## src/rtl/alu_pkg.sv

```systemverilog
// Shared ALU opcode, latency-class and sequencer state encodings.
package alu_pkg;

  localparam logic [5:0] ALU_ADD    = 6'd0;
  localparam logic [5:0] ALU_MULH   = 6'd16;
  localparam logic [5:0] ALU_MULHSU = 6'd17;
  localparam logic [5:0] ALU_MULHU  = 6'd18;
  localparam logic [5:0] ALU_MUL    = 6'd22;
  localparam logic [5:0] ALU_DIV    = 6'd24;
  localparam logic [5:0] ALU_DIVU   = 6'd26;
  localparam logic [5:0] ALU_REM    = 6'd28;
  localparam logic [5:0] ALU_REMU   = 6'd30;

  // Latency class lives in aluop[4:3]; any 0x pattern is single-cycle.
  localparam logic [1:0] LC_MUL = 2'b10;
  localparam logic [1:0] LC_DIV = 2'b11;

  typedef enum logic [1:0] {
    IDLE = 2'd0,
    EXEC = 2'd1,
    DONE = 2'd2
  } seq_state_e;

endpackage

```

## src/rtl/rr_arbiter2.sv

```systemverilog
// Two-way round-robin arbiter; pointer flips to the other port after each accepted grant.
module rr_arbiter2 (
  input  logic clk,
  input  logic rst_n,
  input  logic req0,
  input  logic req1,
  input  logic accept,
  output logic gnt0,
  output logic gnt1
);

  logic ptr_q, ptr_d;

  // A lone requester always wins; on contention the pointer picks.
  assign gnt0 = req0 & (~req1 | ~ptr_q);
  assign gnt1 = req1 & (~req0 | ptr_q);

  always_comb begin
    ptr_d = ptr_q;
    if (accept) ptr_d = gnt0;
  end

  always_ff @(posedge clk or negedge rst_n) begin
    if (!rst_n) ptr_q <= 1'b0;
    else        ptr_q <= ptr_d;
  end

endmodule

```

## src/rtl/alu_issue_sequencer.sv

```systemverilog
// Arbitrates two issue ports onto a shared combinational ALU, holding operands for a
// class-dependent number of cycles and returning the result over a valid/ready channel.
module alu_issue_sequencer
  import alu_pkg::*;
#(
  parameter int TAG_W      = 4,
  parameter int MUL_CYCLES = 2,
  parameter int DIV_CYCLES = 8
) (
  input  logic             clk,
  input  logic             rst_n,
  input  logic             flush,
  input  logic             req0_valid,
  output logic             req0_ready,
  input  logic [5:0]       req0_aluop,
  input  logic [31:0]      req0_a,
  input  logic [31:0]      req0_b,
  input  logic [TAG_W-1:0] req0_tag,
  input  logic             req1_valid,
  output logic             req1_ready,
  input  logic [5:0]       req1_aluop,
  input  logic [31:0]      req1_a,
  input  logic [31:0]      req1_b,
  input  logic [TAG_W-1:0] req1_tag,
  output logic [5:0]       alu_op,
  output logic [31:0]      alu_in1,
  output logic [31:0]      alu_in2,
  input  logic [31:0]      alu_out,
  input  logic             alu_div_error,
  output logic             resp_valid,
  input  logic             resp_ready,
  output logic [31:0]      resp_data,
  output logic [TAG_W-1:0] resp_tag,
  output logic             resp_src,
  output logic             resp_div_error
);

  localparam int MAXC  = (MUL_CYCLES > DIV_CYCLES) ? MUL_CYCLES : DIV_CYCLES;
  localparam int CNT_W = (MAXC > 1) ? $clog2(MAXC) : 1;

  seq_state_e       state_q, state_d;
  logic [CNT_W-1:0] cnt_q, cnt_d;
  logic [5:0]       op_q, op_d;
  logic [31:0]      a_q, a_d, b_q, b_d;
  logic [TAG_W-1:0] tag_q, tag_d;
  logic             src_q, src_d;
  logic             rv_q, rv_d;
  logic [31:0]      rdata_q, rdata_d;
  logic [TAG_W-1:0] rtag_q, rtag_d;
  logic             rsrc_q, rsrc_d;
  logic             rerr_q, rerr_d;

  logic       gnt0, gnt1, take;
  logic [5:0] sel_op;
  logic       div_err;

  rr_arbiter2 u_arb (
    .clk    (clk),
    .rst_n  (rst_n),
    .req0   (req0_valid),
    .req1   (req1_valid),
    .accept (take),
    .gnt0   (gnt0),
    .gnt1   (gnt1)
  );

  // rst_n term keeps ready low while reset is held, even though state already reads IDLE.
  assign req0_ready = gnt0 & (state_q == IDLE) & ~flush & rst_n;
  assign req1_ready = gnt1 & (state_q == IDLE) & ~flush & rst_n;
  assign take       = (req0_valid & req0_ready) | (req1_valid & req1_ready);
  assign sel_op     = gnt1 ? req1_aluop : req0_aluop;
  assign div_err    = alu_div_error & (op_q[4:3] == LC_DIV);

  always_comb begin
    state_d = state_q;
    cnt_d   = cnt_q;
    op_d    = op_q;
    a_d     = a_q;
    b_d     = b_q;
    tag_d   = tag_q;
    src_d   = src_q;
    rv_d    = rv_q;
    rdata_d = rdata_q;
    rtag_d  = rtag_q;
    rsrc_d  = rsrc_q;
    rerr_d  = rerr_q;
    case (state_q)
      IDLE: begin
        if (take) begin
          op_d    = sel_op;
          a_d     = gnt1 ? req1_a : req0_a;
          b_d     = gnt1 ? req1_b : req0_b;
          tag_d   = gnt1 ? req1_tag : req0_tag;
          src_d   = gnt1;
          state_d = EXEC;
          if (sel_op[4:3] == LC_MUL)      cnt_d = CNT_W'(MUL_CYCLES - 1);
          else if (sel_op[4:3] == LC_DIV) cnt_d = CNT_W'(DIV_CYCLES - 1);
          else                            cnt_d = '0;
        end
      end
      EXEC: begin
        if (cnt_q == '0) begin
          rv_d    = 1'b1;
          rerr_d  = div_err;
          rtag_d  = tag_q;
          rsrc_d  = src_q;
          // Divide-by-zero results follow the RISC-V convention rather than the ALU output.
          rdata_d = div_err ? (op_q[2] ? a_q : 32'hFFFF_FFFF) : alu_out;
          state_d = DONE;
        end else begin
          cnt_d = cnt_q - 1'b1;
        end
      end
      DONE: begin
        if (resp_ready) begin
          rv_d    = 1'b0;
          state_d = IDLE;
        end
      end
      default: state_d = IDLE;
    endcase
    if (flush) begin
      state_d = IDLE;
      rv_d    = 1'b0;
    end
  end

  always_ff @(posedge clk or negedge rst_n) begin
    if (!rst_n) state_q <= IDLE;
    else        state_q <= state_d;
  end

  always_ff @(posedge clk or negedge rst_n) begin
    if (!rst_n) begin
      cnt_q   <= '0;
      op_q    <= '0;
      a_q     <= '0;
      b_q     <= '0;
      tag_q   <= '0;
      src_q   <= 1'b0;
      rv_q    <= 1'b0;
      rdata_q <= '0;
      rtag_q  <= '0;
      rsrc_q  <= 1'b0;
      rerr_q  <= 1'b0;
    end else begin
      cnt_q   <= cnt_d;
      op_q    <= op_d;
      a_q     <= a_d;
      b_q     <= b_d;
      tag_q   <= tag_d;
      src_q   <= src_d;
      rv_q    <= rv_d;
      rdata_q <= rdata_d;
      rtag_q  <= rtag_d;
      rsrc_q  <= rsrc_d;
      rerr_q  <= rerr_d;
    end
  end

  assign alu_op         = op_q;
  assign alu_in1        = a_q;
  assign alu_in2        = b_q;
  assign resp_valid     = rv_q;
  assign resp_data      = rdata_q;
  assign resp_tag       = rtag_q;
  assign resp_src       = rsrc_q;
  assign resp_div_error = rerr_q;

endmodule

```

## config.mk

```make
export PLATFORM = sky130hd
export DESIGN_NAME = alu_issue_sequencer
export DESIGN_NICKNAME = d
export VERILOG_FILES = /design/src/rtl/alu_pkg.sv /design/src/rtl/rr_arbiter2.sv /design/src/rtl/alu_issue_sequencer.sv
export SDC_FILE = /design/constraint.sdc
export NUM_CORES = 1
export LEC_CHECK = 0
export ABC_AREA = 1
export BUFFER_PORTS_ARGS = -buffer_cell sky130_fd_sc_hd__buf_4
export CORE_MARGIN = 10
export CORE_UTILIZATION = 42
export DETAILED_ROUTE_END_ITERATION = 8
export PLACE_DENSITY = 0.74
export SYNTH_ARGS = -nofsm -noshare
export SYNTH_HDL_FRONTEND = slang
export SYNTH_SLANG_ARGS = --single-unit
```

## constraint.sdc

```tcl
create_clock -name clk -period 1.55 [get_ports clk]
set_input_delay 0.2325 -clock clk [delete_from_list [all_inputs] [get_ports clk]]
set_output_delay 0.2325 -clock clk [all_outputs]
set_load 0.01 [all_outputs]
```

=== Word-level counts from Yosys, hierarchy flattened ===
Index checks and enable logic that the tools add are counted.

* Flip-flop bits (word level): 120
* Output and inout bits: 111
* Word-level logic and storage cells: 71

* Add/subtract/negate cells: 1
* Equality and inequality tests: 10
* Muxes and demuxes: 20
* Bitwise gates (word level): 18
* Reductions and logical operators: 9

{| class="wikitable"
|+ Operators with widths
! kind !! number
|-
| 32-bit 2-to-1 mux || 4
|-
| 3-bit 2-to-1 mux || 4
|-
| 1-bit AND || 11
|-
| 3-bit inequality test, second input constant || 3
|-
| 3-bit AND reduction || 3
|-
| 2-bit == test, second input constant || 4
|-
| 2-bit 2-to-1 mux || 4
|-
| 6-bit 2-to-1 mux || 1
|-
| 2-bit one-hot mux with 3 select lines || 1
|-
| 3-bit one-hot mux with 2 select lines || 1
|-
| 4-bit 2-to-1 mux || 1
|-
| 2-bit inequality test, second input constant || 2
|-
| 1-bit NOT || 4
|-
| 2-bit AND reduction || 2
|-
| 3-bit zero test || 1
|-
| 1-bit 2-to-1 mux || 3
|-
| 1-bit bitwise OR || 3
|-
| 3-bit nonzero test || 1
|-
| 3-bit by 1-bit subtractor with 3-bit output, second input constant || 1
|-
| 2-bit by 1-bit == test with 1-bit output, second input constant || 1
|-
| 2-bit zero test || 1
|-
| 1-bit one-hot mux with 2 select lines || 1
|-
| 2-bit nonzero test || 1
|}

=== Depth between registers and ports, before layout ===
Gate-level depths: netlist of run 1.

* Depth after elaboration: 11
* Depth in mapped cells: 11
* Gate-level depth less buffers: 9

=== Modules after synthesis ===
Synthesis of run 1 repeated with hierarchy kept, for this count alone.

* Cell total of the unflattened synthesis: 736
* Area, all modules: 6169.7 um2

{| class="wikitable"
|+ Modules (own cells, without submodules)
! module !! instances !! cells an instance !! area each (um2)
|-
| alu_issue_sequencer || 1 || 726 || 6108.4
|-
| rr_arbiter2 || 1 || 10 || 61.3
|}

=== Worst setup path before layout of run 1 ===
Ideal clock, no wire load.

* Path kind: register to register
* Start: register cnt_q[0]
* End: register rdata_q[25], in the netlist resp_data[25]
* Setup time: 134 ps
* Arrival: 1371 ps
* Data required time: 1416 ps
* Setup slack: 45 ps
* Stages on the path, launching flop included: 12
* Path buffers: 2
* Clock period less this slack: 1505 ps
* Path through: dfrtp_1 > inv_1 > ha_1 > inv_1 > nor2_1 > inv_1 > nor2_1 > inv_1 > buf_2 > buf_2 > nand2_1 > o21ai_0

* Word-level cells in the longest chain between the ends: 2

{| class="wikitable"
|+ RTL lines
! element !! line !! RTL
|-
| start: declaration || alu_issue_sequencer.sv:42 || <nowiki>logic [CNT_W-1:0] cnt_q, cnt_d;</nowiki>
|-
| start signal: assignment || alu_issue_sequencer.sv:147 || <nowiki>cnt_q <= cnt_d;</nowiki>
|-
| 3-bit zero test || alu_issue_sequencer.sv:102 || <nowiki>if (cnt_q == '0) begin</nowiki>
|-
| 2-bit AND reduction (no source line) || - ||
|-
| end signal: assignment || alu_issue_sequencer.sv:154 || <nowiki>rdata_q <= rdata_d;</nowiki>
|-
| end: declaration || alu_issue_sequencer.sv:48 || <nowiki>logic [31:0] rdata_q, rdata_d;</nowiki>
|}

No other way between the ends.
A chain may end at the register's enable or synchronous reset.

=== Worst setup path in the final report of run 1 ===
* Start: register state_q[0]
* End: output req0_ready

* Word-level cells in the longest chain between the ends: 4

{| class="wikitable"
|+ RTL lines
! element !! line !! RTL
|-
| start: declaration || alu_issue_sequencer.sv:41 || <nowiki>seq_state_e state_q, state_d;</nowiki>
|-
| start signal: assignment || alu_issue_sequencer.sv:130 || <nowiki>else state_q <= state_d;</nowiki>
|-
| 2-bit zero test || alu_issue_sequencer.sv:68 || <nowiki>assign req0_ready = gnt0 & (state_q == IDLE) & ~flush & rst_n;</nowiki>
|-
| 1-bit AND (3 in series) || alu_issue_sequencer.sv:68 ||
|-
| end: declaration || alu_issue_sequencer.sv:14 || <nowiki>output logic req0_ready,</nowiki>
|}

No other way between the ends.

==> results of run 1 <==
synth_stat cells (3+ instances only):
master | number | area (um2)
dfrtp_1 | 120 | 3000
nand2_1 | 424 | 1590
buf_6 | 3 | 33.8
o21ai_1 | 37 | 185
nand3_1 | 9 | 45.0
nor2_1 | 6 | 22.5
buf_4 | 6 | 45.0
o21ai_0 | 42 | 210
clkbuf_1 | 16 | 60.1
buf_2 | 23 | 115
inv_1 | 51 | 191
a21oi_1 | 66 | 330
critical path: stages, from the launching register on:
cell and delay (ns):
dfrtp_1 0.39, inv_2 0.08, nand3_4 0.07, nor2_4 0.12
buf_6 0.13, nand3_4 0.08, inv_2 0.06, buf_6 0.09
metal layers:
metal	vias to the layer above	track usage [%]
met4	0	6.32
met3	26	8.36
met2	286	35.2
met5	-	0
met1	3061	26.1
li1	3209	-
registers in the layout, indices dropped and copies added (netlist names):
signal,cells
alu_in1,32
alu_in2,32
resp_data,32
alu_op,6
resp_tag,4
tag_q,4
cnt_q,3
state_q,2
resp_div_error,1
resp_src,1
resp_valid,1
src_q,1
u_arb.ptr_q,1
through the flow:
| stage | setup WS (ns) | power, uW | utilization (%) |
|---|---|---|---|
| after floorplan | 0.0448 | 8770 | - |
| after global placement | -0.0270 | 12700 | 61.2 |
| after detailed placement | -0.0641 | 12900 | 61.2 |
| after CTS | -0.108 | 16900 | 66.4 |
| after global routing | -0.188 | 19500 | 73.6 |
| final | -0.106 | 18300 | 73.6 |
what timing repair did:
action,4_1_cts,5_1_grt
setup buffers,5,10
gates cloned,1,22
hold endpoints to repair,121,0
hold buffers,2,0
endpoints found under the setup margin,7,104
pin swaps,2,10
gates resized for setup,16,170
cells by family after synthesis:
kind of cell | Yosys count
compound gates | 148
fa+ha+maj | 2
buf+inv | 103
flops | 120
simple gates | 441
cell type report:
type | count | area [um2] | share of cell area (%)
clock inverter | 2 | 60.1 | 0.590
tap | 180 | 225 | 2.21
inverter | 53 | 214 | 2.10
clock buffer | 28 | 517 | 5.08
timing repair buffer | 362 | 3260 | 32.0
timing repair inverter | 1 | 6.26 | 0.0615
sequential | 120 | 3000 | 29.5
multi-input combinational | 591 | 2890 | 28.4
final timing paths:
path,end,cells past startpoint,from,slack (ns)
setup / recovery,req0_ready,7,state_q[0]$_DFFE_PN0P_,-0.11
hold / removal,state_q[1]$_DFFE_PN0P_,2,flush,0.04
setup reg to reg,alu_in1[20]$_DFFE_PN0P_,7,u_arb.ptr_q$_DFFE_PN0P_,-0.08
hold reg to reg,alu_in2[20]$_DFFE_PN0P_,2,alu_in2[20]$_DFFE_PN0P_,0.48
max in group asynchronous,resp_div_error$_DFFE_PN0P_,3,rst_n,0.50
min in group asynchronous,alu_in2[0]$_DFFE_PN0P_,3,rst_n,0.47
power by group:
group          total [uW]  internal [uW]  switching [uW]
logic                8720           4190            4530
registers            5660           4640            1020
clock network        3880           2570            1320
total               18300          11400            6870
==> results.md, run 1 <==
* CP Data Required Time at approximately 1.3 ns
* Die height at around 140 um
* Synth Register Bits at 120
* Syn_area_per_cell at just over 7 um2
* Minimum clock period at around 1.7 ns
* Compound-Gate Fraction of Synth Area at approximately an eighth
* Initial DRC Count at approximately 300
* Detailed Place HPWL at around 16 mm
* Slew margin rel. at 53.3%
* Status: finished with violations
* XOR/XNOR Fraction of Synth Area at 0%
* Max FO, Critical Path at 2
* # diodes at 0
* Grt total ovfl at 0
* Starting density of the core at 42.8%
* DIE AREA at 19200 um2
* Antenna violations before repair at 0
* Final #Nets at between 1000 and 1500
* Failing checks: setup timing
* Top sig layer: met4
* # placed instances at ~1300
* Worst IR Drop VDD at between 0.8 and 0.9 mV
* RSZ-0062 raised after global routing: yes
* Post-synthesis adder-cell area fraction at less than 1%
* Most common library cell in the layout ignoring fill and taps: nand2_1
* WL per Instance at about 18 um
* Num ports at around 300
* Crit. End Element: output pin
* Drt via density at roughly 4.9
* Max Fclk at around 0.6 GHz
* DRC at 0
* Routed vias at 6582
* Post-synth top flop: dfrtp_1
* First-pass GRT wire length at 33.9 mm
* GRT Total Usage at a little over a fifth
* Pre-antenna DRT Iters at 4
* Layout cells sized above 1 at between 40 and 50%
* DRT met1 WL at 10.1 mm
* Clock-pin slew on the worst setup and hold paths at around 0.05 ns
* PwrDens at ~1800 nW/um2
* Routability congestion estimate at 0.901
* Seq/Total Area, Yosys at between 50% and 60%
* Slew @ Worst Pin at between 0.7 and 0.8 ns
* Startpoint Class: flip-flop
* Max-cap viol count at 0
* Clock Skew at between 0.008 and 0.009 ns
* Design Area, Final at between 10000 and 15000 um2
* Clock Sinks at 120
* Worst Path Arrival at about 1.4 ns
* Clk root buf: clkbuf_16
* CTS tree: done
* Tcrit/Tclk final at 107%
* Number of fill cells in the layout at around 1000
* Synth Instances at between 800 and 900
* EDFF count, synth at 0
* Syn. warnings at 0
* DR WL met3 at ~2.1 mm
* Pleak at 0.00563 uW
* Synth-to-Final Area Change at 71.9%
* H-tree levels at 4
* Drt total wl at 24.4 mm
* HP Class: in2reg
* Post-route ant nets at 0
* Mux contribution to synthesized area at 0%
* Final setup viols at 62
* Largest family of logic cells by synthesized area: simple AND/OR/NAND/NOR gates
* Worst skew pair latency at 0.41 ns
* PortBufs at 297
* Syn_nets at around 1000
* Setup ws final at -0.106 ns
* Die W at roughly 140 um
* Final-report hold violation count at 0
* Clock buffer depth at 2
* Cts bufs inserted at 17
* Final Max Slew Viols at 0
* Commonest non-fill, non-tap cells in the layout: nand2_1, buf_4, dfrtp_1
* Mapped Area at 5920 um2
* Site Rows at 43
* Post-synth ARST share at 100%
* Post-route insts no fill at roughly 1300
* Min Hold Slack at between 0.04 and 0.05 ns
* TNS Setup at -1.74 ns
* CP Class: reg2out
* Simple logic cell fraction of the synthesized area at between 20% and 30%
* Met2 routed WL at 11.8 mm
* CORE AREA at between 10000 and 15000 um2
* Netlist cell types at 20
* Cell area after placement at 8460 um2
* Vias in the first global route at 6494
* Largest net degree at the start of global routing at around 120
No activity file was read; power rests on OpenSTA's default activity.
==> run 2: changes to the inputs <==
--- a/config.mk
+++ b/config.mk
@@ -10,6 +10,7 @@
 export CORE_MARGIN = 10
 export CORE_UTILIZATION = 42
 export DETAILED_ROUTE_END_ITERATION = 8
+export HOLD_SLACK_MARGIN = 0.15
 export PLACE_DENSITY = 0.74
 export SYNTH_ARGS = -nofsm -noshare
 export SYNTH_HDL_FRONTEND = slang
==> results.md, run 2 (synthesized netlist as in run 1, its figures left out) <==
* Status: finished with violations
* Failing checks: setup timing
* Minimum clock period at roughly 1.7 ns
* Antenna violations before repair at 3
* Max FO, Critical Path at 14
* Sw Pwr at between 7000 and 8000 uW
* CTS tree: done
* Die height at about 140 um
* Most common library cell in the layout ignoring fill and taps: nand2_1
* RSZ-0062 raised after global routing: yes
* Largest net degree at the start of global routing at 121
* Commonest non-fill, non-tap cells in the layout: nand2_1, buf_4, dlygate4sd3_1
* Layout cells sized above 1 at approximately a third
* Clock Power Share at a little over a fifth
* Max-cap viol count at 0
* CP Data Required Time at about 1.3 ns
* H-tree levels at 4
* Drt via density at 5.13
* Grt total ovfl at 0
* CORE AREA at 13800 um2
* HP Class: in2reg
* Detailed Place HPWL at 15.9 mm
* Cts bufs inserted at 17
* Clk root buf: clkbuf_16
* Routed vias at 7507
* Clock-pin slew on the worst setup and hold paths at 0.05 ns
* Crit. End Element: output pin
* Starting density of the core at 42.8%
* Post-route insts no fill at around 1500
* Final setup viols at 24
* GRT Total Usage at approximately 26%
* Setup ws final at -0.140 ns
* Int Power at about 12000 uW
* TNS Setup at -0.903 ns
* Min Hold Slack at 0.136 ns
* Startpoint Class: flip-flop
* Clock Sinks at 120
* Routability congestion estimate at about 0.9
* Gate power share at roughly half
* PortBufs at around 300
* Worst Path Arrival at 1.46 ns
* Num ports at 298
* Clock buffer depth at 2
* Worst IR Drop VDD at 0.852 mV
* Max Fclk at just under 0.6 GHz
* Die W at between 100 and 150 um
* DRC at 0
* Pre-antenna DRT Iters at 5
* Final Max Slew Viols at 0
* Site Rows at 43
* Sequential Power Share at 30.9%
* # placed instances at ~1300
* DIE AREA at 19200 um2
* Clock Skew at approximately 0.0076 ns
* Sw Ratio at between 30% and 40%
* Drt total wl at about 28 mm
* PwrDens at 1670 nW/um2
* Pleak at about 0.0059 uW
* Post-route ant nets at 0
* Synth-to-Final Area Change at 88.4%
* Vias in the first global route at around 7600
* WL per Instance at between 15 and 20 um
* Slew margin rel. at around 57%
* Worst skew pair latency at 0.41 ns
* Initial DRC Count at just over 500
* First-pass GRT wire length at around 40 mm
* Tcrit/Tclk final at 109%
* Final-report hold violation count at 0
* Final #Nets at about 1500
* Slew @ Worst Pin at between 0.6 and 0.7 ns
* CP Class: reg2out
## run 2: cell types whose count changed in the layout (fill, tap and decap cells not counted), moves of 2 or more
cell	delta
buf_6	-6
o21ai_1	+19
diode_2	+4
inv_4	-2
nand2_4	-6
o21ai_0	-10
nand2_2	-23
nand2_1	+29
buf_16	-2
dlygate4sd3_1	+138
clkbuf_16	-6
o21ai_2	-9
## run 2: worst max-delay path, cell delays in order, from the launching register on
cell and delay (ns):
dfrtp_1 0.39, nand2_2 0.10, nand2_4 0.12, buf_12 0.17, nand2_2 0.08, inv_2 0.07, buf_6 0.10
## run 2: worst paths after layout
path / startpoint / to / slack, ns / cells past startpoint
max: u_arb.ptr_q$_DFFE_PN0P_ / req1_ready / -0.14 / 6
min: alu_out[3] / resp_data[3]$_DFFE_PN0P_ / 0.14 / 3
max reg2reg: cnt_q[1]$_DFFE_PN0P_ / resp_data[11]$_DFFE_PN0P_ / -0.08 / 10
min reg2reg: alu_in2[20]$_DFFE_PN0P_ / alu_in2[20]$_DFFE_PN0P_ / 0.48 / 2
max in group asynchronous: rst_n / alu_in1[21]$_DFFE_PN0P_ / 0.55 / 3
min in group asynchronous: rst_n / resp_valid$_DFFE_PN0P_ / 0.54 / 3
## run 2: power groups by stage
stage                     sequential (uW)  combinational, uW  clock [uW]
final                                5750               8980        3890
after global routing                 5910               9720        4090
after CTS                            5550               7760        3920
after detailed placement             5550               7310           0
after global placement               5510               7200           0
after floorplan                      6060               2700           0
## run 2: layout make-up
class,instances,area [um2]
Antenna cell,4,10.0
Tap cell,180,225
Clock inverter,2,60.1
Multi-Input combinational cell,591,2750
Inverter,53,216
Sequential cell,120,3000
Timing Repair Buffer,485,4360
Timing Repair inverter,1,8.76
Clock buffer,28,517
Fill cell,808,2680
## run 2: what timing repair did
action / in CTS / in global routing
gates cloned: 1 / 12
setup buffers: 5 / 5
endpoints found under the setup margin: 7 / 102
gates resized for setup: 16 / 130
hold buffers: 139 / 1
endpoints found under the hold margin: 209 / 1
pin swaps: 2 / 7
## run 2: through the flow
step	instance area, um2	total power [uW]	utilization, %	worst slack, ns
2_1_floorplan	5920	8770	-	0.0448
3_3_place_gp	8460	12700	61.2	-0.0270
3_5_place_dp	8460	12900	61.2	-0.0641
4_1_cts	10600	17200	76.3	-0.108
5_1_grt	11100	19700	80.6	-0.178
6_report	11200	18600	80.6	-0.140
## run 2: layer usage
metal / track usage, % / routed length, um / vias to the layer above
met1: 29.0 / 10600 / 3453
met4: 13.3 / 1160 / 0
met3: 9.66 / 3000 / 91
met5: 0 / 0 / -
met2: 41.1 / 13100 / 503
li1: - / - / 3460
